===== src/rtl/seq_pkg.sv =====
`default_nettype none
// ============================================================================
//  Module      : seq_pkg
//  Description : Types and constants shared by the serial sequence generator
//                and the matching 1011 detector family.
//                Contents: seq_state_t (frame FSM states), SYNC_PATTERN,
//                SYNC_LEN and a small max3() helper for counter sizing.
//  Revision    : 1.0 - initial release
// ============================================================================
package seq_pkg;

   typedef enum logic [1:0] {
      ST_IDLE = 2'd0,
      ST_SYNC = 2'd1,
      ST_DATA = 2'd2,
      ST_GAP  = 2'd3
   } seq_state_t;

   // Sync preamble, transmitted MSB first.
   localparam logic [3:0] SYNC_PATTERN = 4'b1011;
   localparam int         SYNC_LEN     = 4;

   function automatic int max3(input int a, input int b, input int c);
      int m;
      m = (a > b) ? a : b;
      return (m > c) ? m : c;
   endfunction

endpackage
`default_nettype wire


===== src/rtl/seq_gen_tx.sv =====
`default_nettype none
// ============================================================================
//  Module      : seq_gen_tx
//  Description : Framed serial transmitter. Accepts one DATA_W payload word
//                while idle and sends: 4-bit sync (1011), the payload MSB
//                first, then GAP_BITS idle zeros. Moore FSM, registered
//                outputs.
//  Ports       : clk        - clock, rising edge
//                reset      - asynchronous active-high reset
//                data_in    - payload word, sampled on the accept edge
//                data_valid - payload offered
//                data_ready - high only in IDLE
//                outbits    - serial stream, one bit per clk
//                busy       - frame in progress (state != IDLE)
//                frame_done - pulse during the final bit of a frame
//  Revision    : 1.0 - initial release
// ============================================================================
module seq_gen_tx
   import seq_pkg::*;
#(
   parameter int DATA_W   = 8,
   parameter int GAP_BITS = 2
) (
   input  logic              clk,
   input  logic              reset,
   input  logic [DATA_W-1:0] data_in,
   input  logic              data_valid,
   output logic              data_ready,
   output logic              outbits,
   output logic              busy,
   output logic              frame_done
);

   // Counter holds the index of the bit currently on outbits within the
   // current state; it never needs to reach the longest state's length.
   localparam int CNT_MAX = max3(SYNC_LEN, DATA_W, GAP_BITS);
   localparam int CNT_W   = $clog2(CNT_MAX);

   localparam logic [CNT_W-1:0] SYNC_LAST = CNT_W'(SYNC_LEN - 1);
   localparam logic [CNT_W-1:0] DATA_LAST = CNT_W'(DATA_W - 1);
   localparam logic [CNT_W-1:0] DATA_PRE  = CNT_W'((DATA_W > 1) ? DATA_W - 2 : 0);
   localparam logic [CNT_W-1:0] GAP_LAST  = CNT_W'((GAP_BITS > 0) ? GAP_BITS - 1 : 0);
   localparam logic [CNT_W-1:0] GAP_PRE   = CNT_W'((GAP_BITS > 1) ? GAP_BITS - 2 : 0);
   localparam logic             HAS_GAP   = (GAP_BITS > 0);

   seq_state_t          state;
   logic [DATA_W-1:0]   shreg;
   logic [CNT_W-1:0]    cnt;

   always_ff @(posedge clk or posedge reset) begin
      if (reset) begin
         state      <= ST_IDLE;
         shreg      <= '0;
         cnt        <= '0;
         outbits    <= 1'b0;
         frame_done <= 1'b0;
      end else begin
         case (state)
            ST_IDLE: begin
               cnt        <= '0;
               frame_done <= 1'b0;
               if (data_valid) begin
                  shreg   <= data_in;
                  state   <= ST_SYNC;
                  outbits <= SYNC_PATTERN[SYNC_LEN-1];
               end else begin
                  outbits <= 1'b0;
               end
            end

            ST_SYNC: begin
               if (cnt == SYNC_LAST) begin
                  // First payload bit goes out as we enter DATA.
                  state      <= ST_DATA;
                  cnt        <= '0;
                  outbits    <= shreg[DATA_W-1];
                  shreg      <= shreg << 1;
                  frame_done <= !HAS_GAP && (DATA_W == 1);
               end else begin
                  cnt        <= cnt + 1'b1;
                  // Next pattern bit, MSB first: index 2 - cnt.
                  outbits    <= SYNC_PATTERN[2'(SYNC_LEN - 2) - cnt[1:0]];
                  frame_done <= 1'b0;
               end
            end

            ST_DATA: begin
               if (cnt == DATA_LAST) begin
                  cnt     <= '0;
                  outbits <= 1'b0;
                  if (HAS_GAP) begin
                     state      <= ST_GAP;
                     frame_done <= (GAP_BITS == 1);
                  end else begin
                     state      <= ST_IDLE;
                     frame_done <= 1'b0;
                  end
               end else begin
                  cnt        <= cnt + 1'b1;
                  outbits    <= shreg[DATA_W-1];
                  shreg      <= shreg << 1;
                  frame_done <= !HAS_GAP && (cnt == DATA_PRE);
               end
            end

            ST_GAP: begin
               outbits <= 1'b0;
               if (cnt == GAP_LAST) begin
                  state      <= ST_IDLE;
                  cnt        <= '0;
                  frame_done <= 1'b0;
               end else begin
                  cnt        <= cnt + 1'b1;
                  frame_done <= (cnt == GAP_PRE);
               end
            end

            default: begin
               state      <= ST_IDLE;
               cnt        <= '0;
               outbits    <= 1'b0;
               frame_done <= 1'b0;
            end
         endcase
      end
   end

   assign data_ready = (state == ST_IDLE);
   assign busy       = (state != ST_IDLE);

endmodule
`default_nettype wire

===== config.mk =====
export PLATFORM = sky130hd
export DESIGN_NAME = seq_gen_tx
export DESIGN_NICKNAME = d
export VERILOG_FILES = /design/src/rtl/seq_pkg.sv /design/src/rtl/seq_gen_tx.sv
export SDC_FILE = /design/constraint.sdc
export NUM_CORES = 1
export LEC_CHECK = 0
export CAP_MARGIN = 25
export CORE_MARGIN = 4
export CORE_UTILIZATION = 40
export DETAILED_ROUTE_END_ITERATION = 6
export GPL_TIMING_DRIVEN = 0
export PLACE_DENSITY = 0.74
export SLEW_MARGIN = 5
export SYNTH_ARGS = -nofsm -noshare
export SYNTH_HDL_FRONTEND = slang
export SYNTH_SLANG_ARGS = --single-unit

===== constraint.sdc =====
create_clock -name clk -period 2.3 [get_ports clk]
set_input_delay 0.46 -clock clk [delete_from_list [all_inputs] [get_ports clk]]
set_output_delay 0.46 -clock clk [all_outputs]
set_load 0.1 [all_outputs]

==> results of run 1 <==
-- timing repair --
action,4_1_cts,5_1_grt
setup endpoints to repair,2,0
buffers inserted,0,0
gates resized for setup,6,0
-- metrics by stage --
step,setup WS [ps],power [mW],std cells
6_report,96.4,1.81,133
5_1_grt,42.8,1.97,133
4_1_cts,73.1,1.85,133
3_5_place_dp,-54.6,1.69,129
3_3_place_gp,-34.5,1.65,129
2_1_floorplan,59.7,1.44,87
-- per-layer routing --
layer / routed length [µm] / track usage, %
met1: 796 / 15.0
met3: 85 / 3.02
met4: 0 / 3.05
met5: 0 / 0
met2: 862 / 22.0
-- placed cells by master (no fill, tap or decap), drive strengths merged, types with 2 or more instances in the layout --
cell           Yosys  final
a31oi              7      7
clkdlybuf4s15      0      2
nor2b              2      2
mux2i              7      7
nor3               2      2
buf                2      2
dfrtp             15     15
nand2b             2      2
nand2              7      7
a21oi             10     10
clkdlybuf4s50      0     12
clkbuf             1      4
inv                7      6
mux2               2      2
ha                12     12
clkinvlp           0      2
nor2               2      2
-- flip-flops by register name, summed over array words and instances (netlist names) --
signal      flops
outbits         1
frame_done      1
cnt             3
shreg           8
state           2
-- logic make-up after synthesis --
family                   synth area share, %
multiplexers                            10.1
AO/OA/AOI/OAI                           17.7
adder cells (fa/ha/maj)                 16.3
AND/OR/NAND/NOR                         10.6
flip-flops                              40.8
buffers and inverters                   4.49
-- power by group --
group          internal (mW)  total [mW]  switching [mW]  leakage (nW)
clock                 0.0660       0.156          0.0898        0.0139
combinational          0.450        1.19           0.742         0.302
sequential             0.389       0.466          0.0772         0.180
total                  0.905        1.81           0.909         0.496
-- how the worst max path moves through the flow --
stage                from  cells past startpoint    endpoint  slack, ps
2_1_floorplan    state[0]                      5    state[1]         60
3_3_place_gp     state[0]                      4        busy        -30
3_5_place_dp     state[0]                      4        busy        -50
4_1_cts           outbits                      1     outbits         70
5_1_grt        frame_done                      1  frame_done         40
6_report          outbits                      1     outbits        100
-- layout make-up --
cell class                      count  area (µm²)
Fill cell                         206        1050
Multi-Input combinational cell     62         515
Sequential cell                    15         375
Timing Repair Buffer               14         143
Tap cell                           28        35.0
Inverter                            7        30.0
Clock buffer                        3        22.5
Buffer                              3        15.0
Clock inverter                      1        7.51
==> qor.yml, run 1 <==
clock_tree:
  cts_tree: "built"
  htree_levels: 1
  cts_hold_buf: 0
  cts_buffer_depth: 2
  clock_latency_ps: 290
  numClockSinks: 15
  clkTransAtPathRegs_ps: 100
  cts_root_buf: "clkbuf_4"
  numCtsBuffers: 3
synth:
  yosys-top-cells-count: "dfrtp_1, ha_1, a21oi_1"
  yosysSeqAreaShare_pct: 40.8
  synth_cell_type_count: 26
  synth_area_leaders: "dfrtp_1, ha_1, mux2i_1"
  syn_nets: 110
  yosys_warnings: 0
  async_flop_share_pct: 100
  synthCells: 87
  yosysTopAreaCellShare_pct: 40.8
  synth_seq_cells: 15
  synth_edf_count: 0
  synth_most_common_cell: "dfrtp_1"
  synth_area_per_cell_um2: 10.6
  synthFlopType: "dfrtp_1"
  yosys.area.top_type: "dfrtp_1"
  syn_area_um2: 920
global_route:
  antenna_found_initial: 0
  grt_usage_pct: 12.4
  grt_pass1_wl_um: 3100
  grt_pass1_vias: 687
  grt_start_max_net_pins: 16
  grt_overflow_total: 0
worst_setup_path:
  cp_max_fo: 1
  reg2reg_setup_slack_ps: 360
  worstSetupStartpointType: "flop"
  crit_required_ps: 1840
  r2r_cells: 6
  slowest_delay_ps: 1120
  rr_endpoint: "shreg[1]"
  worstSetupPathType: "flop to output port"
  r2r_start: "state[0]"
  worstPathCellList: "clkdlybuf4s50_1"
  crit_family: "buffers and inverters"
  critPathCaptureType: "output port"
  crit_arrival_ps: 1740
  path_buf_inv: 1
  cp_slowest_cell: "clkdlybuf4s50_1"
sta:
  relSlewSlack_pct: 35.6
  period_minus_slack_ps: 2200
  hold_violations: 0
  clock.fmax_mhz: 454
  skew_ps: 9.87
  period_share_pct: 95.8
  maxSlewViolCount: 0
  tns_ps: 0
  tightest_slew_ps: 963
  finalSetupViolCount: 0
  hold_ws_ps: 522
  rsz0062_at_grt: "false"
routing:
  vias: 677
  antenna_left: 0
  avgRoutedWirePerCell_um: 13.1
  drtIter0Drc: 6
  firstDrtPassIters: 4
  wl_um: 1740
  drc_errors: 0
  avgViaCountPerCell: 5.09
placement:
  port_buffers: 14
  gp_congestion: 0.750
  placed_cell_area_um2: 1110
  dp_hpwl_um: 1360
die:
  coreArea_um2: 2190
  ios: 15
  dieArea_um2: 3130
  dieWidth_um: 56.0
  die_h_um: 56.0
  start_util_pct: 42.0
  core.rowCount: 17
job:
  max_cap_viol_count: 0
run_status:
  outcome: "completed"
pwr:
  p_per_area_nw_per_um2: 1590
  vdd_drop_max_mv: 0.824
  leakagePower_nw: 0.496
finish:
  nets: 129
  design_area_um2: 1140
  syn2layout_area_growth_pct: 24.4
  num_antenna_cells: 0
  final_util_pct: 52.2
  drive_gt1_share_pct: 12.4
hold_path:
  hp-class: "input port to async pin"
(Power assumes the default switching activity.)
==> run 2, diff against run 1 <==
==> constraint.sdc (replaced) <==
create_clock -name clk -period 2.3 [get_ports clk]
set_input_delay 0.69 -clock clk [delete_from_list [all_inputs] [get_ports clk]]
set_output_delay 0.69 -clock clk [all_outputs]
set_load 0.1 [all_outputs]
==> run 2 against run 1 <==
Register-to-register slack barely moved; wire length is 0.11% higher; via count unchanged; sequential share of layout area increased by 0.44 points; critical endpoint is now data_ready; utilization shrank 0.69 points; sequential cell count stayed put; maximum frequency is 1.4% higher; die area stayed put; first-iteration DRC count stayed put; non-clock buffer count is the same; worst setup slack gained 30 ps; cell count stayed put.
==> qor.yml, run 2 (synthesis results as in run 1) <==
placement:
  gp_congestion: 0.750  # unchanged
  placed_cell_area_um2: 1110  # unchanged
  dpl.cell_count: 129  # unchanged
  dp_hpwl_um: 1360  # unchanged
  port_buffers: 14  # unchanged
die:
  core.rowCount: 17  # unchanged
  coreArea_um2: 2190  # unchanged
  dieArea_um2: 3130  # unchanged
  ios: 15  # unchanged
  start_util_pct: 42.0  # unchanged
  dieWidth_um: 56.0  # unchanged
  die_h_um: 56.0  # unchanged
worst_setup_path:
  r2r_start: "state[0]"
  worstSetupStartpointType: "flop"
  r2r_cells: 6  # unchanged
  critPathCaptureType: "output port"
  worstSetupPathType: "flop to output port"
  cp_max_fo: 4  # +3
  crit_arrival_ps: 1480  # -260 ps
  crit_required_ps: 1610  # -230 ps
  reg2reg_setup_slack_ps: 360  # about the same
  rr_endpoint: "shreg[1]"
routing:
  avgViaCountPerCell: 5.09  # unchanged
  drc_errors: 0  # unchanged
  firstDrtPassIters: 4  # unchanged
  vias: 677  # unchanged
  antenna_left: 0  # unchanged
  avgRoutedWirePerCell_um: 13.1  # +0.11%
  wl_um: 1750  # +0.11%
  drtIter0Drc: 6  # unchanged
finish:
  num_antenna_cells: 0  # unchanged
  final_cell_mix: "dfrtp_1, ha_1, a21oi_1, clkdlybuf4s50_1"
  design_area_um2: 1130  # -1.3%
  final_util_pct: 51.5  # -0.69 points
  nets: 129  # unchanged
  final_common_cell: "dfrtp_1"
  fill_cells: 212  # +2.9%
  syn2layout_area_growth_pct: 22.7
  multi_input_area_um2: 515  # unchanged
  reg_top3: "shreg x8, cnt x3, state x2"
  regArea_um2: 375  # unchanged
  drive_gt1_share_pct: 12.4  # unchanged
  max_flop_register: "shreg"
  largest_reg_flops: 8  # unchanged
  final_cells: 133  # unchanged
sta:
  period_share_pct: 94.5  # -1.3 points
  skew_ps: 9.87  # unchanged
  rsz0062_at_grt: "false"
  period_minus_slack_ps: 2170  # -29.8 ps
  finalSetupViolCount: 0  # unchanged
  relSlewSlack_pct: 36.8  # +1.2 points
  tightest_slew_ps: 952  # -11.4 ps
  maxSlewViolCount: 0  # unchanged
  hold_violations: 0  # unchanged
  tns_ps: 0  # unchanged
  clock.fmax_mhz: 460  # +1.4%
global_route:
  grt_start_max_net_pins: 16  # unchanged
  grt_pass1_wl_um: 3100  # unchanged
  grt_usage_pct: 12.4  # unchanged
  grt_overflow_total: 0  # unchanged
  grt_pass1_vias: 687  # unchanged
  antenna_found_initial: 0  # unchanged
hold_path:
  min_from: "shreg[0]"
  min_path_cells: 1
  hp-class: "flop to flop"
  min_to: "shreg[0]"
clock_tree:
  cts_tree: "built"
  numCtsBuffers: 3  # unchanged
  clock_latency_ps: 290  # about the same
  htree_levels: 1  # unchanged
  numClockSinks: 15  # unchanged
  cts_root_buf: "clkbuf_4"
  cts_buffer_depth: 2  # unchanged
  clkTransAtPathRegs_ps: 90  # about the same
  post_cts_buffers: 0  # unchanged
run_status:
  outcome: "completed"
job:
  max_cap_viol_count: 0  # unchanged
[run 2: critical path: stages (launching register included)]
cell and delay, ps:
dfrtp_1 420, inv_1 170, ha_4 190, buf_2 420
[run 2: metrics by stage]
step	hold WS, ps	worst slack [ps]
6_report	522	126
5_1_grt	551	31.6
4_1_cts	525	106
3_5_place_dp	504	-285
3_3_place_gp	490	-265
2_1_floorplan	479	59.7
[run 2: area by class of cell]
type                       instances  area share [%]
timing repair buffer              14            11.3
clock buffer                       3            2.00
buffer                             3            1.33
clock inverter                     1           0.665
multi-input combinational         62            45.7
sequential                        15            33.3
inverter                           7            2.66
tap                               28            3.10
[run 2: worst max path at each step]
stage,start,to,slack (ps),depth (start not counted)
floorplan,state[0],state[1],60,5
global placement,state[0],busy,-260,4
detailed placement,state[0],busy,-280,4
CTS,state[0],busy,110,4
global route,state[1],busy,30,4
finish,state[0],data_ready,130,3
[run 2: metal layers]
metal  GRT usage, %  part of all wire (%)  vias up
li1               -                     -      346
met1           15.0                    46      318
met2           22.0                    49       13
met3           3.02                   5.0        0
met4           3.05                     0        0
met5              0                     0        -
[run 2: what timing repair did]
| action | in CTS | in global routing |
|---|---|---|
| setup endpoints to repair | 4 | 0 |
| hold endpoints to repair | 0 | 0 |
| gates resized for setup | 12 | 0 |
| hold buffers | 0 | 0 |
Power of run 2 is not shown: default switching activity piles up to over one toggle a cycle in this logic, so the estimate is an artifact.
==> run 3, diff against run 2 <==
--- a/config.mk
+++ b/config.mk
@@ -5,6 +5,7 @@
 export SDC_FILE = /design/constraint.sdc
 export NUM_CORES = 1
 export LEC_CHECK = 0
+export ABC_CLOCK_PERIOD_IN_PS = 2300
 export CAP_MARGIN = 25
 export CORE_MARGIN = 4
 export CORE_UTILIZATION = 40
==> results of run 3 <==
Same layout as run 2: the final DEF is identical, and so are final timing and power.
Power of run 3 is left out for the same reason.
==> variant 1, RTL diff (config.mk and constraints of run 3) <==
Set the parameter `GAP_BITS` to 1 (it was 2).
--- a/src/rtl/seq_gen_tx.sv
+++ b/src/rtl/seq_gen_tx.sv
@@ -19,7 +19,7 @@
    import seq_pkg::*;
 #(
    parameter int DATA_W   = 8,
-   parameter int GAP_BITS = 2
+   parameter int GAP_BITS = 1
 ) (
    input  logic              clk,
    input  logic              reset,
Function: same outputs for any inputs over 10 cycles, from zero or initial values and one cycle with reset high; that may be too few to reach the edited logic, so the function may still have changed.
==> variant 1 against run 3 <==
  * Sequential share of layout area fell by 0.26 points
  * Wire length decreased by 10%
  * Synthesized area increased by 0.68%
  * Die area up 0.57%
  * Sequential cell count unchanged
  * Critical path type unchanged
  * Worst setup slack improved by 0.033 ns
  * Design area increased by 0.78%
  * Non-clock buffer count fell by 1
==> variant 1: results <==
[worst_hold_path]
holdCritStartpoint = shreg[5]
min_path_cells = 2
hold_path_class = reg2reg

[worst_setup_path]
slowest_stage = dlygate4sd2_1
critPathArrivalTime_ns = 1.45
rr_worst_depth = 7
path_max_fanout = 1
cpPeakStageDelay_ns = 0.84
crit_start = outbits
r2r-start = state[0]
critical_path.top_delay_family = buffers and inverters

[timing]
fin_ws_ns = 0.159
worstMarginPinSlew_ns = 0.951
setup_viol = 0
fin_skew_ns = 0.000912

[placed_design]
hpwl_mm = 1.27
place_ws_ns = -0.332
placed_area_mm2 = 0.00112
port_buffers = 14
gp_congestion = 0.814

[synth]
yosysSeqAreaShare = 0.405
synth_area_leaders = dfrtp_1 (41%), ha_1 (16%), mux2i_1 (7.6%), a21oi_1 (4.3%), inv_1 (3.6%)
synth_nets = 112
synth.distinct_cells = 27
ys_async_sr_fraction = 1.00
ys_dominant_reg_cell = dfrtp_1
yosysTopAreaCellShare = 0.405
yosys-top-cells-count = dfrtp_1 (15), ha_1 (12), inv_1 (9), nor2_1 (9), a21oi_1 (8)
ys_warn_count = 0

[clocking]
clockRootBuffer = clkbuf_4
cts.path.max_buffers = 2
cts-htree-levels = 1
clk_latency_ns = 0.28
numCtsBuffers = 3
clk_pin_slew_ns = 0.09

[grt]
grt_pass1_vias = 668
antenna_found_initial = 0
grt_pass1_wl_mm = 2.79
grt_max_degree = 16
grtUsageTotal = 0.110

[power]
ir_drop_uv = 675
p_leak_nw = 0.520

[finish]
reg_top3 = shreg x8, cnt x3, state x2
num-nets-final = 131
diodes = 0
drive_gt1_frac = 0.150
fillers = 217

[drt]
via_count = 661
route.final.wire_length_mm = 1.57
firstDrtPassIters = 4
drtIter0Drc = 12

[outcome]
status = complete, no violations
variant 1: final cells by class:
cell class	count	share of cell area
Multi-Input combinational cell	63	0.452
Tap cell	28	0.0308
Buffer	2	0.0132
Sequential cell	15	0.330
Clock buffer	3	0.0198
Timing Repair Buffer	14	0.117
Inverter	9	0.0330
Clock inverter	1	0.00440
variant 1: kinds of logic after synthesis:
family | share of synthesized area
simple gates | 0.146
compound gates | 0.146
flops | 0.405
fa+ha+maj | 0.162
buf+inv | 0.0527
mux | 0.0878
variant 1: routing by layer:
| metal | vias up | global-route usage | share of wire |
|---|---|---|---|
| li1 | 336 | - | - |
| met1 | 311 | 0.134 | 0.41 |
| met2 | 14 | 0.187 | 0.52 |
| met3 | 0 | 0.0371 | 0.061 |
| met4 | 0 | 0.0203 | 0 |
| met5 | - | 0 | 0 |
variant 1: worst register-to-register path, cell delays in order (launching register included):
cell and delay (ns):
dfrtp_1 0.42, inv_1 0.15, ha_1 0.30, and3_4 0.20, a2111oi_4 0.57, buf_6 0.22
nor2_1 0.05, a21oi_2 0.10
variant 1: power breakdown:
group / internal, mW / switching (mW)
Clock: 0.0644 / 0.0834
Sequential: 0.380 / 0.0748
Combinational: 0.424 / 0.655
Total: 0.868 / 0.813
variant 1: final timing paths:
check,slack (ns),end
worst max-delay path,0.16,outbits
worst min-delay path,0.54,shreg[5]
worst max register to register,0.21,shreg[2]
worst min register to register,0.54,shreg[5]
max in group asynchronous,1.17,shreg[0]
min in group asynchronous,0.76,cnt[0]
variant 1: stage by stage:
stage           util  hold WS [ns]  instances  TNS, ns
2_1_floorplan      -         0.488         89        0
3_3_place_gp   0.505         0.507        131   -0.588
3_5_place_dp   0.505         0.518        131   -0.655
4_1_cts        0.512         0.539        135        0
5_1_grt        0.514         0.568        135        0
6_report       0.514         0.539        135        0
variant 1: timing repair:
item                       in CTS  in global routing
setup endpoints to repair       4                  2
gates resized for setup        12                  2
buffers inserted                0                  0
==> variant 2, RTL diff (flow settings as in run 3) <==
Without the edit above. Reset style: synchronous (`reset`), changed in one clocked block. Comments in the files are not updated.
--- a/src/rtl/seq_gen_tx.sv
+++ b/src/rtl/seq_gen_tx.sv
@@ -47,7 +47,7 @@
    logic [DATA_W-1:0]   shreg;
    logic [CNT_W-1:0]    cnt;
 
-   always_ff @(posedge clk or posedge reset) begin
+   always_ff @(posedge clk) begin
       if (reset) begin
          state      <= ST_IDLE;
          shreg      <= '0;
Behaviour: differs if reset is asserted again (counterexample within 4 cycles, from zero or initial values and one cycle with reset high); with reset held inactive, the same outputs for 10 cycles.
==> variant 2 against run 3 <==
  * Synthesized area is 1.9% lower
  * Register-to-register slack improved by 0.05 ns
  * Sequential cell count did not move
  * Worst setup slack worse by 0.070 ns
  * Design area down 2.8%
  * Wire length grew 3.7%
  * Critical path type unchanged
  * Largest cell class unchanged
==> variant 2: results <==
[synth]
synthCells = 94
synth_nets = 117
synth_area_leaders = dfxtp_1 (33%), ha_1 (17%), mux2i_1 (8.9%), a211oi_1 (5.0%), nor2_1 (3.7%)
yosys-top-cells-count = dfxtp_1 (15), ha_1 (12), nor2_1 (9), mux2i_1 (8), inv_1 (7)
yosysSeqAreaShare = 0.333
ys_async_sr_fraction = 0
synth.distinct_cells = 29

[finish]
fillers = 204
layout.cells.non_filler = 139
drive_gt1_frac = 0.0982

[grt]
met2_usage = 0.204
grt_pass1_wl_mm = 2.86
grtUsageTotal = 0.117
met1_usage = 0.132
grt_pass1_vias = 663
grt_max_degree = 11
globalRouteMet3Util = 0.0210

[placed_design]
placed_cells = 135
gp_congestion = 0.760
place_ws_ns = -0.277
hpwl_mm = 1.41

[clocking]
cts_resized = 10
numCtsBuffers = 3
cts_hold_buf = 0
clk_latency_ns = 0.29
clk_pin_slew_ns = 0.09
cts.path.max_buffers = 2

[drt]
drtIter0Drc = 10
via_count = 717
firstDrtPassIters = 4
drc = 0
route.final.wire_length_mm = 1.81

[worst_setup_path]
slowest_stage = clkdlybuf4s18_2
critPathArrivalTime_ns = 1.55
cpPeakStageDelay_ns = 0.54
crit_start = state[0]
rr_worst_depth = 7
critical_path.top_delay_family = buffers and inverters

[worst_hold_path]
hold_path_class = reg2reg
min_path_cells = 2
holdCritStartpoint = shreg[0]

[power]
p_leak_nw = 0.456
ir_drop_uv = 1060

[timing]
fin_skew_ns = 0.00262
relSlewSlack = 0.368

[outcome]
status = complete, no violations
[variant 2: final timing paths]
path,to,slack (ns)
hold reg to reg,shreg[0],0.50
setup / recovery,data_ready,0.06
setup reg to reg,shreg[4],0.41
hold / removal,shreg[0],0.50
[variant 2: worst min-delay path, cell delays in order (launching register included)]
cell	delay, ns
dfxtp_1	0.32
o21ai_0	0.08
a21oi_1	0.06
[variant 2: power by group]
group / switching (mW) / internal (mW) / leakage (nW)
clock: 0.0889 / 0.0675 / 0.0150
sequential: 0.0605 / 0.363 / 0.123
combinational: 0.633 / 0.348 / 0.317
[variant 2: layout make-up]
cell class                 count  area [um^2]  share of cell area
tap                           27         33.8              0.0308
inverter                       7         26.3              0.0239
sequential                    15          300               0.274
multi-input combinational     69          559               0.510
buffer                         3         18.8              0.0171
clock buffer                   4         26.3              0.0239
timing repair buffer          14          133               0.121
[variant 2: stage by stage]
step | cell area [um^2] | total power [mW]
CTS | 1100 | 1.57
global route | 1100 | 1.66
detailed placement | 1080 | 1.44
global placement | 1080 | 1.42
floorplan | 905 | 1.24
finish | 1100 | 1.56
[variant 2: cell families after synthesis]
family | share of synthesized area
simple gates | 0.158
compound gates | 0.204
flops | 0.333
fa+ha+maj | 0.166
buf+inv | 0.0499
mux | 0.0888
[variant 2: per-layer routing]
layer | wire length [um] | up-vias
met5 | 0 | -
met1 | 803 | 325
met4 | 44 | 0
met3 | 99 | 5
li1 | - | 368
met2 | 862 | 19
